$ cat src/rtl/can_pkg.sv
// Shared CAN receive-path types and constants for the bit destuffer.
package can_pkg;

  localparam int unsigned CAN_STUFF_LEN = 5;
  localparam int unsigned CAN_SIZE_W    = 10;
  localparam logic        CAN_DOMINANT  = 1'b0;
  localparam logic        CAN_RECESSIVE = 1'b1;

  typedef enum logic [1:0] {
    IDLE,
    COUNT,
    EXPECT_STUFF,
    ERROR
  } destuff_state_t;

  // Run-tracker update selected by the destuffer FSM for the current cycle.
  typedef enum logic [1:0] {
    RUN_HOLD,
    RUN_COUNT,
    RUN_RESTART,
    RUN_UNTRACKED
  } run_op_t;

endpackage

$ cat src/rtl/can_run_tracker.sv
// Tracks the level and length of the current run of identical bus bits.
module can_run_tracker
  import can_pkg::*;
#(
  parameter int unsigned STUFF_LEN = CAN_STUFF_LEN
) (
  input  logic    clk,
  input  logic    reset_n,
  input  logic    clear,
  input  run_op_t op,
  input  logic    rx_bit,
  output logic    same_bit,
  output logic    run_full
);

  localparam int unsigned RUN_W = $clog2(STUFF_LEN + 1);

  logic             last_bit;
  logic             base_last;
  logic             nxt_last;
  logic [RUN_W-1:0] run_len;
  logic [RUN_W-1:0] base_len;
  logic [RUN_W-1:0] cnt_len;
  logic [RUN_W-1:0] nxt_len;

  // clear acts combinationally so a bit sampled with frame_start sees a fresh run
  always_comb begin
    base_last = clear ? CAN_RECESSIVE : last_bit;
    base_len  = clear ? '0 : run_len;
    same_bit  = (rx_bit == base_last);
    if (!same_bit)
      cnt_len = RUN_W'(1);
    else if (base_len == RUN_W'(STUFF_LEN))
      cnt_len = base_len;
    else
      cnt_len = base_len + 1'b1;
    run_full = (cnt_len == RUN_W'(STUFF_LEN));

    nxt_last = base_last;
    nxt_len  = base_len;
    case (op)
      RUN_COUNT: begin
        nxt_last = rx_bit;
        nxt_len  = cnt_len;
      end
      RUN_RESTART: begin
        nxt_last = rx_bit;
        nxt_len  = RUN_W'(1);
      end
      RUN_UNTRACKED: begin
        nxt_last = CAN_RECESSIVE;
        nxt_len  = '0;
      end
      default: ;
    endcase
  end

  always_ff @(posedge clk or negedge reset_n) begin
    if (!reset_n) begin
      last_bit <= CAN_RECESSIVE;
      run_len  <= '0;
    end else begin
      last_bit <= nxt_last;
      run_len  <= nxt_len;
    end
  end

endmodule

$ cat src/rtl/can_bit_destuffer.sv
// CAN receive bit destuffer with stuff-error detection and frame bit count.
// Optional stuff-bit counter output when CAN_DESTUFF_STATS_EN is defined.
module can_bit_destuffer
  import can_pkg::*;
#(
  parameter int unsigned STUFF_LEN = CAN_STUFF_LEN,
  parameter int unsigned SIZE_W    = CAN_SIZE_W
) (
  input  logic              clk,
  input  logic              reset_n,
  input  logic              sp,
  input  logic              rx_bit,
  input  logic              stuff_en,
  input  logic              frame_start,
  output logic              bit_valid,
  output logic              bit_out,
  output logic              is_stuff,
  output logic              stuff_err,
  output logic              err,
`ifdef CAN_DESTUFF_STATS_EN
  output logic [7:0]        stuff_cnt,
`endif
  output logic [SIZE_W-1:0] size
);

  destuff_state_t    state;
  destuff_state_t    eff_state;
  destuff_state_t    state_n;
  run_op_t           run_op;
  logic              same_bit;
  logic              run_full;
  logic              valid_n;
  logic              out_n;
  logic              stuff_n;
  logic              serr_n;
  logic [SIZE_W-1:0] size_base;
  logic [SIZE_W-1:0] size_n;
`ifdef CAN_DESTUFF_STATS_EN
  logic [7:0]        cnt_base;
  logic [7:0]        cnt_n;
`endif

  can_run_tracker #(
    .STUFF_LEN (STUFF_LEN)
  ) u_run (
    .clk      (clk),
    .reset_n  (reset_n),
    .clear    (frame_start),
    .op       (run_op),
    .rx_bit   (rx_bit),
    .same_bit (same_bit),
    .run_full (run_full)
  );

  // frame_start overrides the registered state so a coincident sp is handled as COUNT
  always_comb begin
    eff_state = frame_start ? COUNT : state;
    size_base = frame_start ? '0 : size;
    state_n   = eff_state;
    run_op    = RUN_HOLD;
    valid_n   = 1'b0;
    out_n     = bit_out;
    stuff_n   = 1'b0;
    serr_n    = 1'b0;
    size_n    = size_base;
`ifdef CAN_DESTUFF_STATS_EN
    cnt_base  = frame_start ? '0 : stuff_cnt;
    cnt_n     = cnt_base;
`endif
    case (eff_state)
      COUNT: begin
        if (sp) begin
          valid_n = 1'b1;
          out_n   = rx_bit;
          size_n  = (size_base == '1) ? size_base : size_base + 1'b1;
          if (stuff_en) begin
            run_op = RUN_COUNT;
            if (run_full)
              state_n = EXPECT_STUFF;
          end else begin
            run_op = RUN_UNTRACKED;
          end
        end
      end
      EXPECT_STUFF: begin
        if (sp) begin
          if (!same_bit) begin
            stuff_n = 1'b1;
            run_op  = RUN_RESTART;
            state_n = COUNT;
`ifdef CAN_DESTUFF_STATS_EN
            cnt_n   = (cnt_base == '1) ? cnt_base : cnt_base + 1'b1;
`endif
          end else begin
            serr_n  = 1'b1;
            state_n = ERROR;
          end
        end
      end
      default: ;
    endcase
  end

  always_ff @(posedge clk or negedge reset_n) begin
    if (!reset_n) begin
      state     <= IDLE;
      bit_valid <= 1'b0;
      bit_out   <= CAN_RECESSIVE;
      is_stuff  <= 1'b0;
      stuff_err <= 1'b0;
      err       <= 1'b0;
      size      <= '0;
`ifdef CAN_DESTUFF_STATS_EN
      stuff_cnt <= '0;
`endif
    end else begin
      state     <= state_n;
      bit_valid <= valid_n;
      bit_out   <= out_n;
      is_stuff  <= stuff_n;
      stuff_err <= serr_n;
      err       <= (state_n == ERROR);
      size      <= size_n;
`ifdef CAN_DESTUFF_STATS_EN
      stuff_cnt <= cnt_n;
`endif
    end
  end

endmodule

$ cat config.mk
export PLATFORM = sky130hd
export DESIGN_NAME = can_bit_destuffer
export DESIGN_NICKNAME = d
export VERILOG_FILES = /design/src/rtl/can_pkg.sv /design/src/rtl/can_run_tracker.sv /design/src/rtl/can_bit_destuffer.sv
export SDC_FILE = /design/constraint.sdc
export NUM_CORES = 1
export LEC_CHECK = 0
export CAP_MARGIN = 30
export CORE_MARGIN = 1
export CORE_UTILIZATION = 33
export DETAILED_ROUTE_END_ITERATION = 10
export GPL_ROUTABILITY_DRIVEN = 0
export SLEW_MARGIN = 40
export SYNTH_ARGS = -nofsm -noshare
export SYNTH_HDL_FRONTEND = slang
export SYNTH_SLANG_ARGS = --single-unit
$ cat constraint.sdc
create_clock -name clk -period 5.9 [get_ports clk]
set_clock_uncertainty 0.15 [all_clocks]
set_input_delay 0.885 -clock clk [delete_from_list [all_inputs] [get_ports clk]]
set_output_delay 0.885 -clock clk [all_outputs]
set_load 0.05 [all_outputs]
==> out/metrics.yaml, run 1 <==
status: "completed"
grt_pass1_vias: 1052
hold_class: "in -> async"
startpoint: "frame_start"
cts_setup_buffers: 0
drc: 0
synth_nets: 136
ant_nets: 0
clkTransAtPathRegs_ns: 0.12
hold_viol: 0
coreArea_um2: 3416
grt_usage: 0.1497
drv_cap: 0
setup.worst_path.end_class: "flip-flop"
cts_tree: "yes"
die-area_um2: 3881
io-pin-count: 21
rsz0062_at_grt: "false"
num_rows: 21
via_per_inst: 5.257
clock_latency_ns: 0.30
hpwlAfterDp_um: 1870
die-height_um: 62.30
root_buffer: "clkbuf_4"
cts_resized: 0
postSynthAreaPerCell_um2: 9.755
ys_seq_elements: 21
syn-cell-area_um2: 1200
setup_viol: 0
ys_warn_count: 0
n_antenna_cell: 0
required_ns: 5.92
p_total_uw: 308.7
vias: 1004
nets: 159
worst_pin_slew_ns: 0.6059
synth.largest_area_cell: "dfrtp_1"
post-route-period-util: 0.6261
ys.flop_type: "dfrtp_1"
cts_made_buffers: 3
synth_edf_count: 0
crit_chain: "clkdlybuf4s50_1, or2_2, ha_1, nand2_1, inv_1, nand2b_1, a21o_1, ha_1, nor2_1, mux2_2, nand3b_1, a21oi_1"
drtIter0Drc: 37
startpoint_type: "input port"
cp_max_fo: 16
drv_slew: 0
port_buffers: 20
synthDominantCellAreaShare: 0.3962
pwr_density_cell_nw_per_um2: 209.8
regToRegSetupSlack_ns: 3.30
arrival_ns: 3.71
start_util: 0.3513
async_flop_share: 1.000
layout-drive-gt1-share: 0.1103
r2r_end: "u_run.run_len[2]"
first_pass_iters: 4
r2r_start: "state[0]"
syn_to_final_growth_pct: 22.63
netlist_instances: 123
max_freq_mhz: 270.7
finalCriticalPeriod_ns: 3.694
fin_hold_ws_ns: 0.3710
fp.dieW_um: 62.30
grt_max_degree: 22
max_stage_delay_ns: 0.72
cp_slowest_cell: "clkdlybuf4s50_1"
yosysSeqAreaShare: 0.4400
setup-tns-final_ns: 0
endpoint: "u_run.run_len[2]"
max_slew_margin: 0.5948
clockBufferDepth: 2
critPathKind: "in -> reg"
gr-total-overflow: 0
ff2ff_path_depth: 11
cp_common_cell: "ha_1"
totalWireLength_um: 2558
worst_ir_drop_vdd_uv: 114.3
grt_pass1_wl_um: 4657
final_cell_mix: "19 x dfrtp_1, 19 x clkdlybuf4s50_1, 10 x nand2_1"
power_leakage_nw: 0.6396
cts_hold_buf: 0
antenna_found_initial: 0
detail_route.wl_per_cell_um: 13.39
htreeDepth: 1
synth_area_leaders: "dfrtp_1 40%, ha_1 7.3%, dfstp_2 4.4%"
ys_types: 41
clkSinkCount: 21
-- registers in the layout, indices dropped and copies added (netlist names) --
name / flops
u_run.last_bit: 1
state: 2
err: 1
bit_valid: 1
size: 10
bit_out: 1
stuff_err: 1
is_stuff: 1
u_run.run_len: 3
-- Yosys cell counts, drive strengths merged (2+ instances only) --
| cell type | instances |
|---|---|
| a21o | 2 |
| a21oi | 9 |
| a31oi | 2 |
| and3 | 2 |
| dfrtp | 19 |
| dfstp | 2 |
| ha | 7 |
| inv | 9 |
| mux2 | 4 |
| nand2 | 10 |
| nand2b | 3 |
| nand3 | 5 |
| nand4 | 3 |
| nor2 | 7 |
| nor2b | 8 |
| nor3 | 4 |
| nor3b | 2 |
| o21ai | 2 |
| o31ai | 2 |
| xnor2 | 3 |
-- layer usage --
| layer | track usage | share of wire |
|---|---|---|
| met4 | 0.06395 | 0.012 |
| met1 | 0.1910 | 0.47 |
| met5 | 0 | 0 |
| met3 | 0.02941 | 0.036 |
| met2 | 0.2459 | 0.49 |
-- power breakdown --
part           leakage, nW  internal, mW  switching [mW]
combinational        0.347        0.0295          0.0474
sequential           0.275         0.155         0.00698
clock               0.0177        0.0253          0.0449
-- kinds of logic (layout without fill, tap and decap cells) --
group / after synthesis / in the layout / share of synthesized area
mux: 4 / 4 / 0.04066
simple gates: 50 / 50 / 0.2378
flops: 21 / 21 / 0.4400
xor+xnor: 4 / 4 / 0.02920
fa+ha+maj: 7 / 7 / 0.07299
buf+inv: 11 / 33 / 0.03544
compound gates: 26 / 26 / 0.1439
-- cell type report --
| cell class | instances | area, µm² |
|---|---|---|
| multi-input combinational | 91 | 629.4 |
| inverter | 9 | 33.78 |
| clock buffer | 3 | 22.52 |
| tap | 46 | 57.56 |
| clock inverter | 1 | 5.005 |
| sequential | 21 | 528.0 |
| fill | 355 | 1944 |
| timing repair buffer | 20 | 195.2 |
-- metrics by stage --
step	cell area, µm²	setup slack (ns)	cells	utilization
5_1_grt	1471	2.011	191	0.4308
6_report	1471	2.206	191	0.4308
2_1_floorplan	1200	2.966	123	-
4_1_cts	1471	2.218	191	0.4308
3_5_place_dp	1444	1.880	187	0.4227
3_3_place_gp	1449	2.050	187	0.4242
-- worst max-delay path, delay by kind of cell --
| family | cells | cell delay, ns |
|---|---|---|
| fa+ha+maj | 2 | 0.58 |
| simple gates | 5 | 0.95 |
| mux | 1 | 0.26 |
| buf+inv | 2 | 0.80 |
| compound gates | 2 | 0.23 |
-- worst min path at each step --
stage	slack [ns]	to	start	cells past startpoint
5_1_grt	0.40	size[7]	reset_n	1
3_3_place_gp	0.43	u_run.run_len[1]	u_run.run_len[1]	2
3_5_place_dp	0.43	u_run.run_len[2]	u_run.run_len[2]	2
2_1_floorplan	0.39	u_run.run_len[1]	u_run.run_len[1]	2
6_report	0.37	size[5]	reset_n	1
4_1_cts	0.38	size[5]	reset_n	1
(Power assumes the default switching activity.)
==> run 2, diff against run 1 <==
- clock period: 5.9 -> 3.17 ns (I/O delays scaled with it)
==> run 2 against run 1 <==
  * Cell count up 3.1%
  * Via count decreased by 0.70%
  * Critical path depth stayed put
  * Design area increased by 3.1%
  * Sequential share of layout area fell by 1.1 points
  * Worst hold slack better by 0.088 ns
==> out/metrics.yaml, run 2 (same netlist as run 1, synthesis figures left out) <==
place_area_um2: 1481  # +2.6%
detail_route.wl_per_cell_um: 12.90  # -3.7%
hpwlAfterDp_um: 1902  # +1.7%
port_buffers: 20  # unchanged
ant_nets: 0  # unchanged
fp.dieW_um: 62.30  # unchanged
dp_worst_setup_slack_ns: 0.1310  # -1.749 ns
drtIter0Drc: 66  # +78%
die-height_um: 62.30  # unchanged
htreeDepth: 1  # unchanged
num_rows: 21  # unchanged
grt_pass1_vias: 1082  # +2.9%
setup_slack_ns: 0.4620  # -1.744 ns
status: "completed"
fillerInstances: 335  # -5.6%
max_slew_margin: 0.6655  # +0.07071
syn_to_final_growth_pct: 26.49
first_pass_iters: 4  # unchanged
drv_cap: 0  # unchanged
worst_pin_slew_ns: 0.5001  # -0.1057 ns
io-pin-count: 21  # unchanged
n_antenna_cell: 0  # unchanged
drv_slew: 0  # unchanged
final_cell_mix: "19 x dfrtp_1, 19 x clkdlybuf4s50_1, 10 x nand2_1"
die-area_um2: 3881  # unchanged
clkTransAtPathRegs_ns: 0.12  # about the same
hold_viol: 0  # unchanged
clkSinkCount: 21  # unchanged
root_buffer: "clkbuf_4"
nets: 165  # +3.8%
grt_pass1_wl_um: 4705  # +1.0%
met3_length_um: 103  # +11%
post-route-period-util: 0.8543
clock_latency_ns: 0.30  # about the same
largestRegisters: "size (10), u_run.run_len (3), state (2)"
cts_resized: 0  # unchanged
finalCriticalPeriod_ns: 2.708
start_util: 0.3513  # unchanged
rsz0062_at_grt: "false"
gr-total-overflow: 0  # unchanged
arrival_ns: 2.75  # -0.96 ns
fin_hold_ws_ns: 0.4589  # +0.08792 ns
met1_length_um: 1185  # -0.59%
power_leakage_nw: 0.6645  # +3.9%
largest_reg_flops: 10  # unchanged
ff2ff_path_depth: 11  # unchanged
cp_max_fo: 8  # -8
regToRegSetupSlack_ns: 0.82  # -2.48 ns
cts_made_buffers: 3  # unchanged
antenna_found_initial: 0  # unchanged
seq_area_um2: 528.0  # unchanged
vias: 997  # -0.70%
worst_ir_drop_vdd_uv: 258.9  # +130%
regMostFlops: "size"
grt_max_degree: 21  # -4.5%
pwr_density_cell_nw_per_um2: 384.2  # +83%
grt_usage: 0.1513  # +0.001627
setup-tns-final_ns: 0  # unchanged
setup.worst_path.end_class: "flip-flop"
coreArea_um2: 3416  # unchanged
hold_class: "reg -> reg"
layout-drive-gt1-share: 0.1325  # +0.02211
required_ns: 3.21  # -2.71 ns
via_per_inst: 5.061  # -3.7%
setup_viol: 0  # unchanged
multiInputGateArea_um2: 629.4  # unchanged
wl_met2_um: 1237  # -0.32%
max_freq_mhz: 369.3
clockBufferDepth: 2  # unchanged
totalWireLength_um: 2541  # -0.66%
cts_tree: "yes"
drc: 0  # unchanged
critPathKind: "in -> reg"
startpoint_type: "input port"
min_path_cells: 2
top_layer: "met4"
fin_area_um2: 1518  # +3.1%
[run 2: timing repair]
action	CTS	global route
buffers inserted	0	0
endpoints found under the hold margin	19	0
endpoints found under the setup margin	0	0
hold buffers	1	0
[run 2: area by class of cell]
type	instances	area share
Sequential cell	21	0.3479
Tap cell	46	0.03792
Timing Repair Buffer	26	0.1599
Clock buffer	4	0.01731
Inverter	9	0.02226
Multi-Input combinational cell	91	0.4147
[run 2: stage by stage]
step / total power, mW / utilization / instances
5_1_grt: 0.6254 / 0.4443 / 197
6_report: 0.5831 / 0.4443 / 197
3_5_place_dp: 0.4576 / 0.4337 / 192
4_1_cts: 0.5916 / 0.4443 / 197
2_1_floorplan: 0.4001 / - / 123
3_3_place_gp: 0.4549 / 0.4352 / 192
[run 2: final timing paths]
check,startpoint,endpoint
worst min-delay path,u_run.run_len[1],u_run.run_len[1]
worst min register to register,u_run.run_len[1],u_run.run_len[1]
worst max register to register,state[0],u_run.run_len[2]
min in group asynchronous,reset_n,u_run.run_len[1]
max in group asynchronous,reset_n,u_run.last_bit
worst max-delay path,frame_start,u_run.run_len[2]
[run 2: worst max-delay path: stages]
cell	delay, ns
clkdlybuf4s50_1	0.51
or2_2	0.37
ha_1	0.22
nand2_1	0.09
inv_1	0.06
nand2b_1	0.08
a21o_1	0.14
ha_1	0.30
nor2_1	0.08
mux2_2	0.27
nand3b_1	0.09
a21oi_1	0.07
[run 2: where the power goes]
group	leakage, nW	switching, mW	internal (mW)
Sequential	0.275	0.0120	0.288
Clock	0.0150	0.0810	0.0490
Combinational	0.375	0.0905	0.0627
Total	0.664	0.184	0.400
[run 2: per-layer routing]
| layer | global-route usage | vias to the layer above |
|---|---|---|
| met2 | 0.2692 | 25 |
| met5 | 0 | - |
| li1 | - | 488 |
| met1 | 0.1761 | 482 |
| met4 | 0.04360 | 0 |
| met3 | 0.04228 | 2 |
==> run 3, diff against run 2 <==
--- a/config.mk
+++ b/config.mk
@@ -10,4 +10,5 @@
 export CORE_UTILIZATION = 33
 export DETAILED_ROUTE_END_ITERATION = 10
+export DONT_BUFFER_PORTS = 1
 export GPL_ROUTABILITY_DRIVEN = 0
 export SLEW_MARGIN = 40
==> constraint.sdc (replaced) <==
create_clock -name clk -period 3.17 [get_ports clk]
set_clock_uncertainty 0.15 [all_clocks]
set_input_delay 0.7925 -clock clk [delete_from_list [all_inputs] [get_ports clk]]
set_output_delay 0.7925 -clock clk [all_outputs]
set_load 0.05 [all_outputs]
==> run 3 against run 2 <==
  * Cell count is 10% lower
  * Largest power group unchanged
  * Sequential cell count stayed put
  * Sequential share of layout area is 5.1 points higher
  * Die area stayed put
  * Combinational power is 24% lower
==> out/metrics.yaml, run 3 (same netlist as run 1, synthesis figures left out) <==
status: "completed"
max_freq_mhz: 401.3  # +8.7%
root_buffer: "clkbuf_4"
ant_nets: 0  # unchanged
ff2ff_path_depth: 11  # unchanged
pwr_density_cell_nw_per_um2: 421.9  # +9.8%
regMostFlops: "size"
worst_ir_drop_vdd_uv: 255.7  # -1.2%
layout-drive-gt1-share: 0.1450  # +0.01259
die-height_um: 62.30  # unchanged
gr-total-overflow: 0  # unchanged
largest_reg_flops: 10  # unchanged
startpoint: "frame_start"
cp_max_fo: 16  # +8
fp.dieW_um: 62.30  # unchanged
totalWireLength_um: 2530  # -0.43%
drtIter0Drc: 84  # +27%
endpoint: "u_run.run_len[2]"
hpwlAfterDp_um: 1844  # -3.1%
setup_slack_ns: 0.6778  # +0.2158 ns
die-area_um2: 3881  # unchanged
cts_tree: "yes"
required_ns: 3.22  # about the same
cts_made_buffers: 3  # unchanged
clock_latency_ns: 0.30  # about the same
grt_max_degree: 22  # +4.8%
worst_pin_slew_ns: 0.8862  # +0.3861 ns
coreArea_um2: 3416  # unchanged
setup.worst_path.end_class: "flip-flop"
via_per_inst: 5.328  # +5.3%
postLayoutCoreUtil: 0.3872  # -0.05714
n_antenna_cell: 0  # unchanged
final_cell_mix: "19 x dfrtp_1, 10 x nand2_1, 9 x inv_1, 9 x a21oi_1, 8 x nor2b_1"
port_buffers: 0  # -100%
num_rows: 21  # unchanged
grt_usage: 0.1364  # -0.01495
hold_viol: 0  # unchanged
clockBufferDepth: 2  # unchanged
grt_pass1_vias: 966  # -11%
cts_setup_buffers: 0  # unchanged
critPathKind: "in -> reg"
startpoint_type: "input port"
cts_hold_buf: 0  # -1
first_pass_iters: 4  # unchanged
regToRegSetupSlack_ns: 0.80  # -0.02 ns
setup-tns-final_ns: 0  # unchanged
clkTransAtPathRegs_ns: 0.12  # about the same
antenna_found_initial: 0  # unchanged
post-route-period-util: 0.7862  # -0.06808
largestRegisters: "size (10), u_run.run_len (3), state (2)"
r2r_end: "u_run.run_len[2]"
mostFrequentLayoutCell: "dfrtp_1"
drc: 0  # unchanged
max_slew_margin: 0.4073  # -0.2583
grt_pass1_wl_um: 4229  # -10%
clkSinkCount: 21  # unchanged
hold_class: "in -> async"
setup_viol: 0  # unchanged
htreeDepth: 1  # unchanged
rsz0062_at_grt: "false"
start_util: 0.3513  # unchanged
dp_worst_setup_slack_ns: 0.3550  # +0.2240 ns
syn_to_final_growth_pct: 10.22
vias: 943  # -5.4%
r2r_start: "state[0]"
nets: 145  # -12%
io-pin-count: 21  # unchanged
detail_route.wl_per_cell_um: 14.29  # +11%
finalCriticalPeriod_ns: 2.492  # -0.2158 ns
arrival_ns: 2.55  # -0.20 ns
drv_slew: 0  # unchanged
power_leakage_nw: 0.5947  # -11%
drv_cap: 0  # unchanged
cts_resized: 0  # unchanged
## run 3: through the flow
stage / power [mW] / cell area [µm²] / cells / hold WS [ns]
2_1_floorplan: 0.4001 / 1200 / 123 / 0.3469
3_3_place_gp: 0.4240 / 1286 / 172 / 0.3475
3_5_place_dp: 0.4272 / 1286 / 172 / 0.3475
4_1_cts: 0.5596 / 1313 / 176 / 0.001691
5_1_grt: 0.5886 / 1323 / 177 / 0.1429
6_report: 0.5580 / 1323 / 177 / 0.1610
## run 3: report_power, final
part / switching [mW] / internal, mW / total [mW]
combinational: 0.0710 / 0.0450 / 0.116
clock: 0.0823 / 0.0491 / 0.131
sequential: 0.0227 / 0.288 / 0.311
total: 0.176 / 0.382 / 0.558
## run 3: worst min path at each step
stage / startpoint / to / slack (ns) / cells after the start
6_report: reset_n / bit_out / 0.16 / 0
2_1_floorplan: reset_n / bit_valid / 0.35 / 0
3_5_place_dp: reset_n / size[3] / 0.35 / 0
4_1_cts: reset_n / size[3] / 0.002 / 0
5_1_grt: reset_n / u_run.last_bit / 0.14 / 0
3_3_place_gp: reset_n / size[4] / 0.35 / 0
## run 3: worst max-delay path: stages
cell	delay, ns
or2_2	0.31
ha_1	0.28
nand2_1	0.11
inv_1	0.06
nand2b_1	0.09
a21o_1	0.14
ha_1	0.29
nor2_1	0.08
mux2_2	0.26
nand3b_1	0.08
a21oi_1	0.07
## run 3: per-layer routing
metal,track usage,vias up,routed length (µm)
met5,0,-,0
met4,0.02326,0,13
met3,0.05882,2,195
met2,0.2266,34,1161
met1,0.1655,459,1160
li1,-,448,-
## run 3: layout make-up
cell class | count | area (µm²)
fill | 366 | 2093
multi-input combinational | 91 | 629.4
sequential | 21 | 528.0
tap | 46 | 57.56
timing repair buffer | 6 | 47.55
inverter | 9 | 33.78
clock buffer | 4 | 26.28
